## config.mk

```make
export PLATFORM = sky130hd
export DESIGN_NAME = hwag_angle_channels
export DESIGN_NICKNAME = d
export VERILOG_FILES = /design/src/rtl/hwag_pkg.sv /design/src/rtl/hwag_ch_unit.sv /design/src/rtl/hwag_angle_channels.sv
export SDC_FILE = /design/constraint.sdc
export NUM_CORES = 1
export LEC_CHECK = 0
export BUFFER_PORTS_ARGS = -buffer_cell sky130_fd_sc_hd__buf_2
export CAP_MARGIN = 20
export CORE_MARGIN = 8
export CORE_UTILIZATION = 25
export DETAILED_ROUTE_END_ITERATION = 7
export PLACE_DENSITY = 0.49
export SYNTH_ARGS = -nofsm -noshare
export SYNTH_HDL_FRONTEND = slang
export SYNTH_SLANG_ARGS = --single-unit
```

## constraint.sdc

```tcl
create_clock -name clk -period 2.05 [get_ports clk]
set_input_delay 0.205 -clock clk [delete_from_list [all_inputs] [get_ports clk]]
set_output_delay 0.205 -clock clk [all_outputs]
set_load 0.05 [all_outputs]
```

## src/rtl/hwag_pkg.sv

```systemverilog
// Shared definitions for the hardware angle generator and its downstream blocks.
//   ACNT_WIDTH  - width of the angle counter (ACNT2) and of all angle registers
//   HWAMAXACR   - last angle count of a revolution; the counter wraps HWAMAXACR -> 0
//   ch_angles_t - set/reset angle pair of one output channel
//   wr_sel_e    - write-port selector: which angle of a channel a write targets
package hwag_pkg;

  localparam int unsigned ACNT_WIDTH = 24;
  localparam logic [ACNT_WIDTH-1:0] HWAMAXACR = 24'd3839;

  typedef struct packed {
    logic [ACNT_WIDTH-1:0] set_angle;
    logic [ACNT_WIDTH-1:0] reset_angle;
  } ch_angles_t;

  typedef enum logic {
    WrSetAngle   = 1'b0,
    WrResetAngle = 1'b1
  } wr_sel_e;

endpackage

```

## src/rtl/hwag_ch_unit.sv

```systemverilog
// One angle-driven output channel.
// Holds the active set/reset angles (plus shadow copies when HWAG_CH_SHADOW_EN is defined),
// compares them against the live angle on generator steps and keeps the one-bit channel state.
//
// Ports:
//   clk, rst    - clock, asynchronous active-low reset
//   hwag_start  - generator synchronised; low forces the channel OFF
//   step        - acnt moved to a new value this cycle (qualified by sync)
//   load_act    - copy shadow -> active (wrap or sync rise); unused without shadow registers
//   acnt        - current angle counter value
//   ena         - channel enable; low forces the channel OFF
//   wr_hit      - validated write addressed to this channel
//   wr_sel      - 0 = set angle, 1 = reset angle
//   wr_data     - angle value to write
//   ch_out      - registered channel output
//
// Build option: HWAG_CH_SHADOW_EN selects shadow-buffered angle updates.
module hwag_ch_unit #(
  parameter int unsigned AngleWidth = 24
) (
  input  logic                  clk,
  input  logic                  rst,
  input  logic                  hwag_start,
  input  logic                  step,
  input  logic                  load_act,
  input  logic [AngleWidth-1:0] acnt,
  input  logic                  ena,
  input  logic                  wr_hit,
  input  logic                  wr_sel,
  input  logic [AngleWidth-1:0] wr_data,
  output logic                  ch_out
);
  import hwag_pkg::*;

  logic [AngleWidth-1:0] set_act_q;
  logic [AngleWidth-1:0] rst_act_q;
  logic                  wr_set;
  logic                  wr_rst;
  logic                  state_q;
  logic                  state_d;

  assign wr_set = wr_hit & (wr_sel_e'(wr_sel) == WrSetAngle);
  assign wr_rst = wr_hit & (wr_sel_e'(wr_sel) == WrResetAngle);

`ifdef HWAG_CH_SHADOW_EN
  logic [AngleWidth-1:0] set_sh_q;
  logic [AngleWidth-1:0] rst_sh_q;

  // A write landing in the load cycle goes to shadow only; active takes the pre-write shadow.
  always_ff @(posedge clk or negedge rst) begin
    if (!rst) begin
      set_sh_q  <= '0;
      rst_sh_q  <= '0;
      set_act_q <= '0;
      rst_act_q <= '0;
    end else begin
      if (wr_set) set_sh_q <= wr_data;
      if (wr_rst) rst_sh_q <= wr_data;
      if (load_act) begin
        set_act_q <= set_sh_q;
        rst_act_q <= rst_sh_q;
      end
    end
  end
`else
  logic unused_load_act;
  assign unused_load_act = load_act;

  always_ff @(posedge clk or negedge rst) begin
    if (!rst) begin
      set_act_q <= '0;
      rst_act_q <= '0;
    end else begin
      if (wr_set) set_act_q <= wr_data;
      if (wr_rst) rst_act_q <= wr_data;
    end
  end
`endif

  // Reset angle is tested first so set == reset leaves the channel OFF.
  always_comb begin
    state_d = state_q;
    if (!hwag_start || !ena) begin
      state_d = 1'b0;
    end else if (step && (acnt == rst_act_q)) begin
      state_d = 1'b0;
    end else if (step && (acnt == set_act_q)) begin
      state_d = 1'b1;
    end
  end

  always_ff @(posedge clk or negedge rst) begin
    if (!rst) begin
      state_q <= 1'b0;
    end else begin
      state_q <= state_d;
    end
  end

  assign ch_out = state_q;

endmodule

```

## src/rtl/hwag_angle_channels.sv

```systemverilog
// Angle-driven output channel bank downstream of the hardware angle generator.
// Tracks the generator angle counter, detects steps and revolution wraps, validates writes
// to the per-channel angle registers and drives CH_NUM registered outputs.
//
// Ports:
//   clk, rst    - clock, asynchronous active-low reset
//   hwag_start  - generator synchronised; low = angle invalid, all channels OFF
//   acnt        - current angle counter (0..MAXACR)
//   ch_ena      - per-channel enable
//   wr_en       - single-cycle write strobe
//   wr_addr     - channel index of the write
//   wr_sel      - 0 = set angle, 1 = reset angle
//   wr_data     - angle value
//   wr_err      - one-cycle pulse after a rejected write
//   rev_pulse   - one-cycle pulse after a revolution wrap
//   ch_out      - channel outputs
//
// Build option: HWAG_CH_SHADOW_EN buffers angle writes in shadow registers that become active
// at a wrap or on a hwag_start rise; without it writes update the active angles directly.
module hwag_angle_channels #(
  parameter int unsigned            ACNT_WIDTH = hwag_pkg::ACNT_WIDTH,
  parameter int unsigned            CH_NUM     = 4,
  parameter logic [ACNT_WIDTH-1:0]  MAXACR     = hwag_pkg::HWAMAXACR,
  localparam int unsigned           ADDR_W     = (CH_NUM > 1) ? $clog2(CH_NUM) : 1
) (
  input  logic                  clk,
  input  logic                  rst,
  input  logic                  hwag_start,
  input  logic [ACNT_WIDTH-1:0] acnt,
  input  logic [CH_NUM-1:0]     ch_ena,
  input  logic                  wr_en,
  input  logic [ADDR_W-1:0]     wr_addr,
  input  logic                  wr_sel,
  input  logic [ACNT_WIDTH-1:0] wr_data,
  output logic                  wr_err,
  output logic                  rev_pulse,
  output logic [CH_NUM-1:0]     ch_out
);

  localparam logic [ADDR_W:0] ChNumW = CH_NUM[ADDR_W:0];

  logic [ACNT_WIDTH-1:0] acnt_q;
  logic                  sync_q;
  logic                  rev_pulse_q;
  logic                  wr_err_q;
  logic                  step;
  logic                  wrap;
  logic                  rise;
  logic                  addr_bad;
  logic                  wr_bad;
  logic                  wr_ok;

  // sync_q gates steps so the first synchronised cycle only loads acnt_q.
  assign step     = hwag_start & sync_q & (acnt != acnt_q);
  assign wrap     = step & (acnt == '0) & (acnt_q == MAXACR);
  assign rise     = hwag_start & ~sync_q;

  assign addr_bad = ({1'b0, wr_addr} >= ChNumW);
  assign wr_bad   = (wr_data > MAXACR) | addr_bad;
  assign wr_ok    = wr_en & ~wr_bad;

  always_ff @(posedge clk or negedge rst) begin
    if (!rst) begin
      acnt_q      <= '0;
      sync_q      <= 1'b0;
      rev_pulse_q <= 1'b0;
      wr_err_q    <= 1'b0;
    end else begin
      acnt_q      <= acnt;
      sync_q      <= hwag_start;
      rev_pulse_q <= wrap;
      wr_err_q    <= wr_en & wr_bad;
    end
  end

  assign rev_pulse = rev_pulse_q;
  assign wr_err    = wr_err_q;

  for (genvar i = 0; i < CH_NUM; i++) begin : g_ch
    logic wr_hit;
    assign wr_hit = wr_ok & (wr_addr == ADDR_W'(i));

    hwag_ch_unit #(
      .AngleWidth (ACNT_WIDTH)
    ) u_ch (
      .clk        (clk),
      .rst        (rst),
      .hwag_start (hwag_start),
      .step       (step),
      .load_act   (wrap | rise),
      .acnt       (acnt),
      .ena        (ch_ena[i]),
      .wr_hit     (wr_hit),
      .wr_sel     (wr_sel),
      .wr_data    (wr_data),
      .ch_out     (ch_out[i])
    );
  end

endmodule

```

==> results of run 1 <==
-- state kept, by name (all words and copies together), names as in the netlist --
name / count
g_ch.u_ch.rst_act_q: 96
g_ch.u_ch.set_act_q: 96
acnt_q: 24
g_ch.u_ch.ch_out: 4
rev_pulse: 1
sync_q: 1
wr_err: 1
-- how the worst max path moves through the flow --
stage / start / to / cells past startpoint / slack, ps
finish: acnt[15] / g_ch[0].u_ch.ch_out / 9 / 150
global route: acnt[15] / g_ch[0].u_ch.ch_out / 8 / 6
CTS: acnt[15] / g_ch[1].u_ch.ch_out / 8 / 90
detailed placement: wr_data[22] / g_ch[1].u_ch.set_act_q[1] / 7 / -160
global placement: wr_data[8] / g_ch[1].u_ch.set_act_q[0] / 8 / -130
floorplan: wr_data[23] / g_ch[1].u_ch.set_act_q[10] / 7 / 50
-- critical path, delay by kind of cell --
kind	cells	cell delay [ps]
and+or+nand+nor	2	370
buffers and inverters	4	1250
xor gates and xnor gates	1	120
AOI/OAI and AO/OA	2	350
-- stage by stage --
step	worst slack, ps	TNS (ps)
after floorplan	47.2	0
after global placement	-134	-3540
after detailed placement	-157	-4580
after CTS	91.5	0
after global routing	5.61	0
final	148	0
-- Yosys cell counts --
cell type / instances
mux2_2: 79
nor3_2: 1
clkbuf_1: 34
xnor2_1: 98
nor4b_1: 4
xor2_1: 118
buf_8: 1
nor3_4: 1
and2_1: 49
nand3_1: 6
nor3_1: 5
a211oi_1: 8
nor2_1: 2
mux2_4: 8
nor3b_4: 2
buf_2: 2
nor4_1: 42
buf_4: 6
nand4_1: 34
inv_1: 6
nor2_2: 1
nor4bb_1: 1
nand2_1: 7
o211ai_1: 4
mux2_1: 9
buf_1: 2
dfrtp_1: 223
buf_6: 2
nor2b_1: 48
or3_1: 1
nand3b_1: 3
and4_1: 3
-- power groups by stage --
| stage | clock, mW | sequential [mW] | combinational (mW) |
|---|---|---|---|
| floorplan | 0 | 4.53 | 0.301 |
| global placement | 0 | 4.53 | 0.788 |
| detailed placement | 0 | 4.53 | 0.783 |
| CTS | 4.60 | 4.45 | 0.807 |
| global route | 4.79 | 4.45 | 0.863 |
| finish | 4.46 | 4.45 | 0.792 |
-- cells in the final DEF, fill, tap and decap left out, types with 8 or more instances in the layout --
cell type | netlist | final
dfrtp_1 | 223 | 223
xor2_1 | 118 | 118
dlygate4sd3_1 | 0 | 13
buf_12 | 0 | 24
mux2_2 | 79 | 79
clkbuf_8 | 0 | 8
clkbuf_16 | 0 | 27
nand4_1 | 34 | 34
a211oi_1 | 8 | 8
mux2_4 | 8 | 8
clkbuf_1 | 34 | 8
nor2b_1 | 48 | 48
and2_1 | 49 | 49
xnor2_1 | 98 | 98
nor4_1 | 42 | 41
buf_2 | 2 | 63
buf_4 | 6 | 57
mux2_1 | 9 | 9
-- area by class of cell --
cell class	instances	share of cell area (%)
Timing Repair Buffer	158	10.6
Inverter	6	0.175
Multi-Input combinational cell	534	34.4
Clock buffer	43	6.32
Clock inverter	2	0.0776
Sequential cell	223	43.2
Tap cell	532	5.16
-- timing repair --
action | CTS | global route
endpoints found under the hold margin | 73 | 0
hold buffers | 13 | 0
resized for setup | 0 | 1
endpoints found under the setup margin | 0 | 1
-- cell families (layout without fill, tap and decap cells) --
group,count (synthesis),after routing
DFF,223,223
and+or+nand+nor,210,210
xor gates and xnor gates,216,216
AOI/OAI and AO/OA,12,12
buffers and inverters,53,209
muxes,96,96
-- layer usage --
| layer | track usage [%] | vias up | wire, µm |
|---|---|---|---|
| li1 | - | 3021 | - |
| met1 | 19.8 | 3363 | 15700 |
| met2 | 19.0 | 170 | 13000 |
| met3 | 2.92 | 44 | 1770 |
| met4 | 3.83 | 0 | 838 |
| met5 | 0 | - | 0 |
==> results.py, run 1 <==
metrics = {
    "run_status": {
        "status": "finished, final reports clean",
    },
    "power_and_ir_drop": {
        "vdd_drop_max_mv": 0.471,
        "leakage_nw": 6.09,
        "swShare_pct": 23.6,
        "p_switching_mw": 2.29,
        "p_per_area_mw_per_mm2": 752,
        "power_frac_seq_pct": 45.9,
        "internal_power_mw": 7.42,
        "comb_power_share_pct": 8.2,
        "power_mw": 9.70,
        "clkPwrFrac_pct": 45.9,
    },
    "hold_path": {
        "hold_path_end": "acnt_q[8]",
        "hold_path_class": "input port to flop",
        "min_path_cells": 1,
        "hp-start": "acnt[8]",
    },
    "setup_path": {
        "rrSetupSlack_ps": 190,
        "slowest_stage": "dlygate4sd3_1",
        "cp_data_arrival_time_ps": 2320,
        "cpMostUsedCell": "buf_4",
        "critPathMaxFanout": 9,
        "rr_worst_depth": 5,
        "reg2reg_to": "g_ch[2].u_ch.ch_out",
        "cpPeakStageDelay_ps": 520,
        "worstPathRequired_ps": 2470,
        "crit_path_start_kind": "input port",
        "critPathCaptureType": "flop",
        "crit_type": "input port to flop",
        "crit_chain": "dlygate4sd3_1 > buf_2 > buf_4 > xnor2_1 > nand4_1 > nor4_1 > buf_4 > o211ai_1 > a211oi_1",
        "rr_startpoint": "acnt_q[20]",
    },
    "timing": {
        "fin_worst_skew_ps": 4.62,
        "holdWs_ps": 27.5,
        "rsz0062_at_grt": "no",
        "post-route-min-period_ps": 1900,
        "final_hold_viol_count": 0,
        "worst_pin_slew_ps": 624,
        "slew_violations": 0,
        "period_share_pct": 92.8,
        "fmax_ghz": 0.526,
        "max_slew_margin_pct": 58.4,
        "final-setup-viol-count": 0,
    },
    "routing": {
        "vias": 6598,
        "drt_wl_total_mm": 31.3,
        "drt-wirelength-per-cell_um": 20.9,
        "drt_iter0_drc": 349,
        "ant_nets": 0,
        "via_per_inst": 4.40,
        "drc": 0,
        "dr.pass1.iters": 4,
    },
    "final_layout": {
        "fill_cells": 4087,
        "area_growth_pct": 25.7,
        "diodes": 0,
        "final_core_util_pct": 31.7,
        "fin_nets": 1008,
        "ff_latch_area_mm2": 0.00558,
        "multi_input_area_mm2": 0.00444,
        "design_area_mm2": 0.0129,
        "instances_no_fill": 1498,
        "drive_above_1_share_pct": 28.5,
    },
    "floorplanning": {
        "die_w_um": 219,
        "start_util_pct": 25.3,
        "die_h_um": 219,
        "coreArea_mm2": 0.0406,
        "ios": 65,
        "die_area_mm2": 0.0478,
        "num_rows": 74,
    },
    "logic_synthesis": {
        "synth_area_mm2": 0.0103,
        "netlist_instances": 810,
        "synthAdderAreaFrac_pct": 0,
        "yosys_warnings": 0,
        "ys_ff_latch": 223,
        "synth_compound_area_share_pct": 0.878,
        "ys_seq_area_share_pct": 54.4,
        "netlist_top_cells_area": "dfrtp_1 (54%), xor2_1 (10%), mux2_2 (8.7%), xnor2_1 (8.4%), and2_1 (3.0%)",
        "synth_fp_nets": 869,
        "synth_xor_area_share_pct": 18.4,
        "synth_top_family_by_area": "XOR/XNOR gates",
        "yosys.area_share.simple_pct": 13.1,
        "synth_top_area_cell": "dfrtp_1",
        "netlist.area_leader.share_pct": 54.4,
        "yosysUniqueCellTypes": 32,
        "avgSynthCellArea_um2": 12.7,
        "synth_mux_area_share_pct": 10.8,
    },
    "clock_tree": {
        "clock-sinks": 223,
        "post_cts_buffers": 0,
        "root_buffer": "clkbuf_16",
        "cts_buffers": 26,
        "h-tree-depth": 1,
        "cts_tree": "yes",
        "clock_latency_ps": 520,
        "clk_pin_slew_ps": 60,
        "cts_buffer_depth": 3,
    },
    "global_route": {
        "track_usage_pct": 13.3,
        "grt_max_degree": 70,
        "gr-total-overflow": 0,
        "grt_pass1_wl_mm": 47.5,
        "grt_pass1_vias": 7036,
        "antenna_found_initial": 2,
    },
    "placement": {
        "dp_cells": 1440,
        "dpl.hpwl_mm": 22.5,
        "gp_congestion": 0.798,
        "dpl-instance-area_mm2": 0.0119,
        "port-buffer-count": 64,
    },
    "job": {
        "drv_cap": 0,
    },
}
(Power assumes the default switching activity.)
==> run 2: changes to the inputs <==
- GPL_TIMING_DRIVEN: unset -> 0
- SKIP_LAST_GASP: unset -> 1
- SLEW_MARGIN: unset -> 10
==> results.py, run 2 (synthesis results as in run 1) <==
metrics = {
    "run_status": {
        "status": "finished, final reports clean",
    },
    "final_layout": {
        "area_growth_pct": 23.7,
        "fin_nets": 1006,
        "layout_commonest_cell": "dfrtp_1",
        "reg_top3": "g_ch.u_ch.rst_act_q (96), g_ch.u_ch.set_act_q (96), acnt_q (24)",
        "fill_cells": 4090,
        "drive_above_1_share_pct": 24.7,
        "final_core_util_pct": 31.2,
        "multi_input_area_mm2": 0.00445,
        "ff_latch_area_mm2": 0.00558,
        "diodes": 0,
        "final_cell_mix": "dfrtp_1 (223), xor2_1 (118), xnor2_1 (98)",
    },
    "placement": {
        "dpl.hpwl_mm": 21.7,
        "gp_congestion": 0.774,
        "port-buffer-count": 62,
        "dp_worst_setup_slack_ps": -1010,
    },
    "routing": {
        "drt_iter0_drc": 453,
        "ant_nets": 0,
        "via_per_inst": 4.38,
        "drt_wl_total_mm": 31.5,
        "dr.pass1.iters": 4,
        "drc": 0,
        "vias": 6554,
        "drt-wirelength-per-cell_um": 21.1,
    },
    "clock_tree": {
        "cts_tree": "yes",
        "clock-sinks": 223,
        "cts_buffer_depth": 3,
        "clock_latency_ps": 530,
        "root_buffer": "clkbuf_16",
        "clk_pin_slew_ps": 60,
        "h-tree-depth": 1,
        "cts_buffers": 26,
    },
    "power_and_ir_drop": {
        "comb_power_share_pct": 7.9,
        "swShare_pct": 24.1,
        "clkPwrFrac_pct": 46.9,
        "internal_power_mw": 7.48,
        "p_switching_mw": 2.37,
        "leakage_nw": 5.93,
        "p_per_area_mw_per_mm2": 776,
        "power_frac_seq_pct": 45.2,
        "vdd_drop_max_mv": 0.501,
    },
    "global_route": {
        "grt_max_degree": 105,
        "gr-total-overflow": 0,
        "track_usage_pct": 13.2,
        "grt_pass1_vias": 6949,
        "grt_pass1_wl_mm": 47.1,
        "antenna_found_initial": 0,
    },
    "floorplanning": {
        "start_util_pct": 25.3,
        "die_w_um": 219,
        "coreArea_mm2": 0.0406,
        "num_rows": 74,
        "die_h_um": 219,
        "ios": 65,
        "die_area_mm2": 0.0478,
    },
    "timing": {
        "fin_tns_setup_ps": 0,
        "slew_violations": 0,
        "holdWs_ps": 75.4,
        "final-setup-viol-count": 0,
        "fin_worst_skew_ps": 11.2,
        "final_hold_viol_count": 0,
        "timing.final.ws_setup_ps": 66.9,
        "rsz0062_at_grt": "yes",
        "max_slew_margin_pct": 26.5,
        "worst_pin_slew_ps": 1100,
        "period_share_pct": 96.7,
        "fmax_ghz": 0.504,
        "post-route-min-period_ps": 1980,
    },
    "setup_path": {
        "crit_path_start_kind": "flop",
        "critPathMaxFanout": 4,
        "crit_type": "flop to flop",
        "critPathCaptureType": "flop",
        "rr_worst_depth": 6,
        "rr_startpoint": "acnt_q[22]",
        "worstPathRequired_ps": 2440,
        "rrSetupSlack_ps": 70,
        "reg2reg_to": "g_ch[1].u_ch.ch_out",
        "cp_data_arrival_time_ps": 2370,
    },
    "hold_path": {
        "min_path_cells": 4,
        "hold_path_end": "wr_err",
        "hold_path_class": "input port to flop",
        "hp-start": "wr_data[17]",
    },
    "job": {
        "drv_cap": 0,
    },
}
-- run 2: cell types whose count changed in the layout (fill, tap and decap cells not counted), sizes merged --
| cell | previous run | this run |
|---|---|---|
| clkdlybuf4s15 | 0 | 1 |
| bufinv | 0 | 1 |
| clkbuf | 43 | 72 |
| dlygate4sd3 | 13 | 31 |
| buf | 145 | 91 |
| clkinv | 2 | 6 |
-- run 2: worst max path at each step --
stage,end,cells after the start,startpoint
after floorplan,g_ch[1].u_ch.set_act_q[10],7,wr_data[23]
after global placement,g_ch[2].u_ch.set_act_q[23],1,rst
after detailed placement,g_ch[1].u_ch.ch_out,7,acnt[1]
after CTS,g_ch[1].u_ch.ch_out,5,acnt_q[19]
after global routing,g_ch[1].u_ch.ch_out,5,acnt_q[22]
final,g_ch[1].u_ch.ch_out,6,acnt_q[22]
-- run 2: critical path: stages, from the launching register on --
cell      delay [ps]
dfrtp_1          410
xor2_1           170
nor4_1           440
nand4_1          150
buf_4            200
o211ai_1         330
a211oi_1         140
-- run 2: layout make-up --
cell class,count,area share (%)
Buffer,46,1.94
Inverter,6,0.177
Multi-Input combinational cell,534,35.0
Clock inverter,7,0.473
Tap cell,532,5.24
Timing Repair Buffer,110,6.97
Sequential cell,223,43.9
Clock buffer,39,6.23
-- run 2: power groups by stage --
stage / Sequential [mW] / Combinational [mW] / Clock (mW)
floorplan: 4.53 / 0.301 / 0
global placement: 4.53 / 0.678 / 0
detailed placement: 4.53 / 0.728 / 0
CTS: 4.45 / 0.787 / 4.73
global route: 4.45 / 0.837 / 4.89
finish: 4.45 / 0.774 / 4.62
-- run 2: timing repair --
item / in CTS / in global routing
endpoints found under the hold margin: 149 / 0
hold buffers: 31 / 0
gates cloned: 0 / 0
buffers inserted: 1 / 1
gates resized for setup: 12 / 6
endpoints found under the setup margin: 4 / 26
pin swaps: 1 / 1
-- run 2: stage by stage --
stage | std cells | total power, mW | instance area (µm²)
final | 1497 | 9.85 | 12700
after detailed placement | 1418 | 5.26 | 11500
after global placement | 1404 | 5.21 | 11200
after CTS | 1496 | 9.97 | 12700
after floorplan | 810 | 4.83 | 10300
after global routing | 1497 | 10.2 | 12700
-- run 2: layer usage --
metal	GRT usage, %	share of wire (%)	routed length, µm	vias to the layer above
li1	-	-	-	3014
met1	20.0	50	15900	3347
met2	19.7	43	13600	152
met3	1.84	4.8	1520	41
met4	2.80	1.8	554	0
met5	0	0	0	-
